[config.mk]
export PLATFORM = sky130hd
export DESIGN_NAME = clock_time_counter
export DESIGN_NICKNAME = d
export VERILOG_FILES = /design/src/rtl/clock_time_counter.sv
export SDC_FILE = /design/constraint.sdc
export NUM_CORES = 1
export LEC_CHECK = 0
export CAP_MARGIN = 20
export CORE_AREA = 2 2 74 76
export DETAILED_ROUTE_END_ITERATION = 10
export DIE_AREA = 0 0 76 78
export GPL_ROUTABILITY_DRIVEN = 1
export PLACE_DENSITY = 0.76
export SLEW_MARGIN = 20
export SYNTH_ARGS = -nofsm -noshare
export SYNTH_HDL_FRONTEND = slang
export SYNTH_SLANG_ARGS = --single-unit
[constraint.sdc]
create_clock -name clk -period 2.2 [get_ports clk]
set_input_delay 0.44 -clock clk [delete_from_list [all_inputs] [get_ports clk]]
set_output_delay 0.44 -clock clk [all_outputs]
set_load 0.01 [all_outputs]
[src/rtl/clock_time_counter.sv]
// ---------------------------------------------------------------------------
// clock_time_counter
//
// BCD time-of-day counter. Counts tick events derived from the 100 ms
// divider's toggling output level (both edges of tick_in are ticks) and
// maintains hours / minutes / seconds in BCD plus a binary sub-second count.
// Supports pausing and a validated time-set strobe. Emits one-cycle
// second and day pulses aligned with the counter update.
//
// Parameters:
//   TICKS_PER_SEC  tick events per second (2..16)
//
// Ports:
//   clk        main clock, all logic on posedge
//   rst        synchronous active-high reset
//   tick_in    divider output level; every transition is one tick
//   run        1 = count ticks, 0 = paused
//   set_valid  one-cycle strobe, load set_hour/set_min/set_sec
//   set_hour   BCD hours to load
//   set_min    BCD minutes to load
//   set_sec    BCD seconds to load
//   hour       BCD hours 00..23
//   min        BCD minutes 00..59
//   sec        BCD seconds 00..59
//   sub        binary sub-second count 0..TICKS_PER_SEC-1
//   sec_pulse  one cycle when sub wraps to 0
//   day_pulse  one cycle on the 23:59:59 -> 00:00:00 wrap
//   set_err    one cycle when a set_valid strobe is rejected
// ---------------------------------------------------------------------------
module clock_time_counter #(
    parameter int TICKS_PER_SEC = 10
) (
    input  logic       clk,
    input  logic       rst,
    input  logic       tick_in,
    input  logic       run,
    input  logic       set_valid,
    input  logic [7:0] set_hour,
    input  logic [7:0] set_min,
    input  logic [7:0] set_sec,
    output logic [7:0] hour,
    output logic [7:0] min,
    output logic [7:0] sec,
    output logic [3:0] sub,
    output logic       sec_pulse,
    output logic       day_pulse,
    output logic       set_err
);

    localparam logic [3:0] SUB_MAX = 4'(TICKS_PER_SEC - 1);

    // Increment a two-digit BCD value, wrapping to 00 at wrap_at.
    // Returns {carry_out, next_value}; carry_out is set only on the wrap.
    function automatic logic [8:0] bcd_inc(input logic [7:0] value,
                                           input logic [7:0] wrap_at);
        logic [8:0] res;
        if (value == wrap_at) begin
            res = {1'b1, 8'h00};
        end else if (value[3:0] == 4'd9) begin
            res = {1'b0, value[7:4] + 4'd1, 4'd0};
        end else begin
            res = {1'b0, value[7:4], value[3:0] + 4'd1};
        end
        return res;
    endfunction

    // Check a two-digit BCD value: units digit must be a decimal digit and
    // the value must not exceed max_tens:max_units (e.g. 2:3 for hours).
    function automatic logic bcd_valid(input logic [7:0] value,
                                       input logic [3:0] max_tens,
                                       input logic [3:0] max_units);
        logic ok;
        ok = (value[3:0] <= 4'd9) &&
             ((value[7:4] < max_tens) ||
              ((value[7:4] == max_tens) && (value[3:0] <= max_units)));
        return ok;
    endfunction

    logic       tick_prev_r;
    logic [7:0] hour_r;
    logic [7:0] min_r;
    logic [7:0] sec_r;
    logic [3:0] sub_r;
    logic       sec_pulse_r;
    logic       day_pulse_r;
    logic       set_err_r;

    logic       tick_ev_s;
    logic       count_en_s;
    logic       set_ok_s;
    logic       sub_wrap_s;
    logic [8:0] sec_inc_s;
    logic [8:0] min_inc_s;
    logic [8:0] hour_inc_s;

    logic [7:0] hour_nxt_s;
    logic [7:0] min_nxt_s;
    logic [7:0] sec_nxt_s;
    logic [3:0] sub_nxt_s;
    logic       sec_pulse_nxt_s;
    logic       day_pulse_nxt_s;
    logic       set_err_nxt_s;

    // Tick detection, set validation and BCD carry chain candidates.
    always_comb begin
        tick_ev_s  = tick_in ^ tick_prev_r;
        // A set strobe owns the cycle; any coincident tick is dropped.
        count_en_s = tick_ev_s & run & ~set_valid;
        set_ok_s   = bcd_valid(set_hour, 4'd2, 4'd3) &&
                     bcd_valid(set_min,  4'd5, 4'd9) &&
                     bcd_valid(set_sec,  4'd5, 4'd9);
        sub_wrap_s = (sub_r == SUB_MAX);
        sec_inc_s  = bcd_inc(sec_r,  8'h59);
        min_inc_s  = bcd_inc(min_r,  8'h59);
        hour_inc_s = bcd_inc(hour_r, 8'h23);
    end

    // Next-state selection: reset is applied in the register block, then
    // set strobe, then counting; all carried fields move in one cycle.
    always_comb begin
        hour_nxt_s      = hour_r;
        min_nxt_s       = min_r;
        sec_nxt_s       = sec_r;
        sub_nxt_s       = sub_r;
        sec_pulse_nxt_s = 1'b0;
        day_pulse_nxt_s = 1'b0;
        set_err_nxt_s   = 1'b0;

        if (set_valid) begin
            if (set_ok_s) begin
                hour_nxt_s = set_hour;
                min_nxt_s  = set_min;
                sec_nxt_s  = set_sec;
                sub_nxt_s  = 4'd0;
            end else begin
                set_err_nxt_s = 1'b1;
            end
        end else if (count_en_s) begin
            if (sub_wrap_s) begin
                sub_nxt_s       = 4'd0;
                sec_pulse_nxt_s = 1'b1;
                sec_nxt_s       = sec_inc_s[7:0];
                if (sec_inc_s[8]) begin
                    min_nxt_s = min_inc_s[7:0];
                    if (min_inc_s[8]) begin
                        hour_nxt_s      = hour_inc_s[7:0];
                        day_pulse_nxt_s = hour_inc_s[8];
                    end else begin
                        hour_nxt_s = hour_r;
                    end
                end else begin
                    min_nxt_s = min_r;
                end
            end else begin
                sub_nxt_s = sub_r + 4'd1;
            end
        end else begin
            sub_nxt_s = sub_r;
        end
    end

    // Previous tick level tracks the input every cycle so that no tick is
    // seen on reset release and no backlog builds up while paused.
    always_ff @(posedge clk) begin
        tick_prev_r <= tick_in;
    end

    // Time and pulse registers with synchronous reset.
    always_ff @(posedge clk) begin
        if (rst) begin
            hour_r      <= 8'h00;
            min_r       <= 8'h00;
            sec_r       <= 8'h00;
            sub_r       <= 4'd0;
            sec_pulse_r <= 1'b0;
            day_pulse_r <= 1'b0;
            set_err_r   <= 1'b0;
        end else begin
            hour_r      <= hour_nxt_s;
            min_r       <= min_nxt_s;
            sec_r       <= sec_nxt_s;
            sub_r       <= sub_nxt_s;
            sec_pulse_r <= sec_pulse_nxt_s;
            day_pulse_r <= day_pulse_nxt_s;
            set_err_r   <= set_err_nxt_s;
        end
    end

    assign hour      = hour_r;
    assign min       = min_r;
    assign sec       = sec_r;
    assign sub       = sub_r;
    assign sec_pulse = sec_pulse_r;
    assign day_pulse = day_pulse_r;
    assign set_err   = set_err_r;

endmodule

==> impl_results.md <==
* Status: finished clean
* Die Y at roughly 80 µm
* Worst Path Required at between 2 and 2.5 ns
* Fin nets at between 400 and 500
* Leading cell types in the layout, fill and taps excluded: clkdlybuf4s50_1 (59), buf_4 (46), dfxtp_1 (30), nand2_1 (27), nor2_1 (21)
* Crit-path max cell delay at 0.57 ns
* Num ports at 60
* Min Tclk post-route at 2.09 ns
* Inserted Diodes at 0
* Initial antenna violation count at 0
* Max clock buf depth at 2
* Dpl cells at between 400 and 500
* Port buffer count at between 50 and 60
* Synth Flop Type: dfxtp_1
* Worst-path cell chain: inv_1, ha_1, nand3b_4, or3_4, or4b_4, a21oi_1, o32ai_2
* Clock root cell: clkbuf_8
* Final Slew Violations at 0
* Post-Syn Nets at 302
* Post-Syn Area at roughly 0.0021 mm²
* Syn avg cell area at slightly above 8 µm²
* # setup viols final at 0
* LEAKAGE at 1.26 nW
* Cell count after synthesis at between 200 and 300
* Buffers and inverters on the worst path at 1
* Via count at 2397
* Seq cells post-synth at 32
* EDFF count, synth at 0
* Maxcap violations at 0
* Measured slew at the worst slew-check pin at approximately 0.4 ns
* Pwr Total at 1.29 mW
* CTS clk-pin slew, worst paths at 0.08 ns
* Skew final at approximately 0.0096 ns
* Die width at between 70 and 80 µm
* Largest net degree at the start of global routing at 17
* FMAX at ~480 MHz
* DP HPWL at 4.87 mm
* Placed cell area at 0.00312 mm²
* Commonest non-fill, non-tap cell in the layout: clkdlybuf4s50_1
* Cell variety after synth at 62
* Slew headroom at between 70% and 80%
* Slowest CP cell: or4b_4
* Routed Antenna Nets at 0
* CP Class: register to register
* Iteration-0 DRC count of the detailed router at ~130
* DRC Markers at 0
* FILL cells at 443
* Routability cong. at between 0.8 and 0.9
* Wirelength per Cell at about 15 µm
* Synth-to-layout area growth at 53.2%
* Critical path data arrival time at 2.27 ns
* Cell Count, Final, Fillers Out at 435
* First-pass GRT wire length at approximately 11 mm
* RSZ-0062 raised after global routing: false
* Crit Path Max Fanout at 4
* Post-layout util at 64.9%
* TritonCTS clock tree: built
* Post-route clock period utilization at 95.2%
* Clk sinks at 32
* Layout cells sized above 1 at 20.8%
* Initial Utilization at between 40 and 50%
* Vias per cell at ~5.5
* TritonCTS buffer count at 5
* Max IR drop VDD at roughly 0.36 mV
* Global route overflow at 0
* Hold Buf Count CTS at 0
* Worst hold path type: register to register
* YS warnings at 0
* Final instance area at 0.00327 mm²
* Total number of H-tree levels at 2
* Core Box Area at a little over 0.005 mm²
* Power Density at around 390 mW/mm²
* Largest delay contributor family on the critical path: simple AND/OR/NAND/NOR gates
* Multi-input logic area at ~0.0015 mm²
* Startpoint Class: register
* Detailed Routing Iterations Pass 1 at 4
* Row count at 26
* Routed WL at ~6.4 mm
* Clock Latency Late Sink at 0.29 ns
* Die ar. at 0.00593 mm²
* FF+latch area at 643 µm²
* Worst Setup End Kind: register
* Post-synthesis sequential area ratio at a little under a third
* Final Hold Viols at 0
* Gr usage total at between 20% and 30%
* Number of global-route vias before repair at roughly 2300
* Async set-or-reset flop fraction in the synthesized netlist at 0%
metal layers:
layer / vias to the layer above / global-route usage [%] / wire length (µm)
li1: 1188 / - / -
met1: 1129 / 28.5 / 2910
met2: 72 / 37.4 / 3090
met3: 8 / 4.07 / 312
met4: 0 / 8.55 / 82
met5: - / 0 / 0
tightest hold or removal path: cells and delay by family, from the launching register on:
kind / cells / cell delay, ns
buffers and inverters: 1 / 0.08
AOI/OAI and AO/OA: 1 / 0.07
DFF: 1 / 0.34
cells in the mapped netlist, types with 3 or more instances:
| cell | instances | area share, % |
|---|---|---|
| dfxtp_1 | 32 | 30 |
| nand2_1 | 27 | 4.7 |
| nor2_1 | 21 | 3.7 |
| o21ai_0 | 16 | 3.8 |
| a21oi_1 | 14 | 3.3 |
| nand3_1 | 14 | 3.3 |
| inv_1 | 12 | 2.1 |
| nor3_1 | 12 | 2.8 |
| ha_1 | 10 | 5.9 |
| clkbuf_1 | 9 | 1.6 |
| mux2i_1 | 7 | 3.3 |
| nand2b_1 | 5 | 1.5 |
| o32ai_1 | 5 | 2.1 |
| o21ai_1 | 4 | 0.94 |
| xor2_1 | 4 | 1.6 |
| a211oi_1 | 3 | 1.1 |
| a221oi_1 | 3 | 1.2 |
| nor4_1 | 3 | 0.88 |
| o211ai_1 | 3 | 1.1 |
stage by stage:
stage | setup TNS (ns) | hold slack, ns | setup WS (ns)
floorplan | 0 | 0.468 | 0.0138
finish | 0 | 0.533 | 0.107
global route | 0 | 0.570 | 0.00962
CTS | 0 | 0.517 | 0.0698
detailed placement | -2.21 | 0.505 | -0.183
global placement | -1.44 | 0.492 | -0.130
path summary, 6_finish.rpt:
path | from | to | slack [ns] | depth (start not counted)
worst max-delay path | sub[1]$_SDFFE_PP0P_ | hour[6]$_SDFFE_PP0P_ | 0.11 | 7
worst min-delay path | min[3]$_SDFFE_PP0P_ | min[3]$_SDFFE_PP0P_ | 0.53 | 2
worst max register to register | sub[1]$_SDFFE_PP0P_ | hour[6]$_SDFFE_PP0P_ | 0.11 | 7
worst min register to register | min[3]$_SDFFE_PP0P_ | min[3]$_SDFFE_PP0P_ | 0.53 | 2
logic make-up after synthesis:
group	share of synthesized area, %
AO/OA/AOI/OAI	24.5
XOR/XNOR	1.64
adder cells (fa/ha/maj)	5.86
buffers and inverters	4.10
flip-flops	30.0
multiplexers	4.34
AND/OR/NAND/NOR	29.5
report_power, final:
part	switching (mW)	total (mW)	internal (mW)
logic	0.0935	0.200	0.106
registers	0.00458	0.589	0.584
clock network	0.243	0.496	0.253
total	0.341	1.29	0.944
what timing repair did:
action | in CTS | in global routing
buffers inserted | 0 | 0
resized for setup | 0 | 7
setup endpoints to repair | 0 | 5
cell type report:
type | instances | share of cell area (%)
Multi-Input combinational cell | 208 | 44.7
Timing Repair Buffer | 105 | 28.6
Sequential cell | 32 | 19.7
Tap cell | 70 | 2.68
Clock buffer | 6 | 2.52
Inverter | 12 | 1.38
Clock inverter | 2 | 0.459
state kept, by name (all words and copies together), names as in the netlist:
| name | flops |
|---|---|
| hour | 8 |
| min | 8 |
| sec | 8 |
| sub | 4 |
| day_pulse | 1 |
| sec_pulse | 1 |
| set_err | 1 |
| tick_prev_r | 1 |
Note: power is estimated with default switching activity, not from simulation.
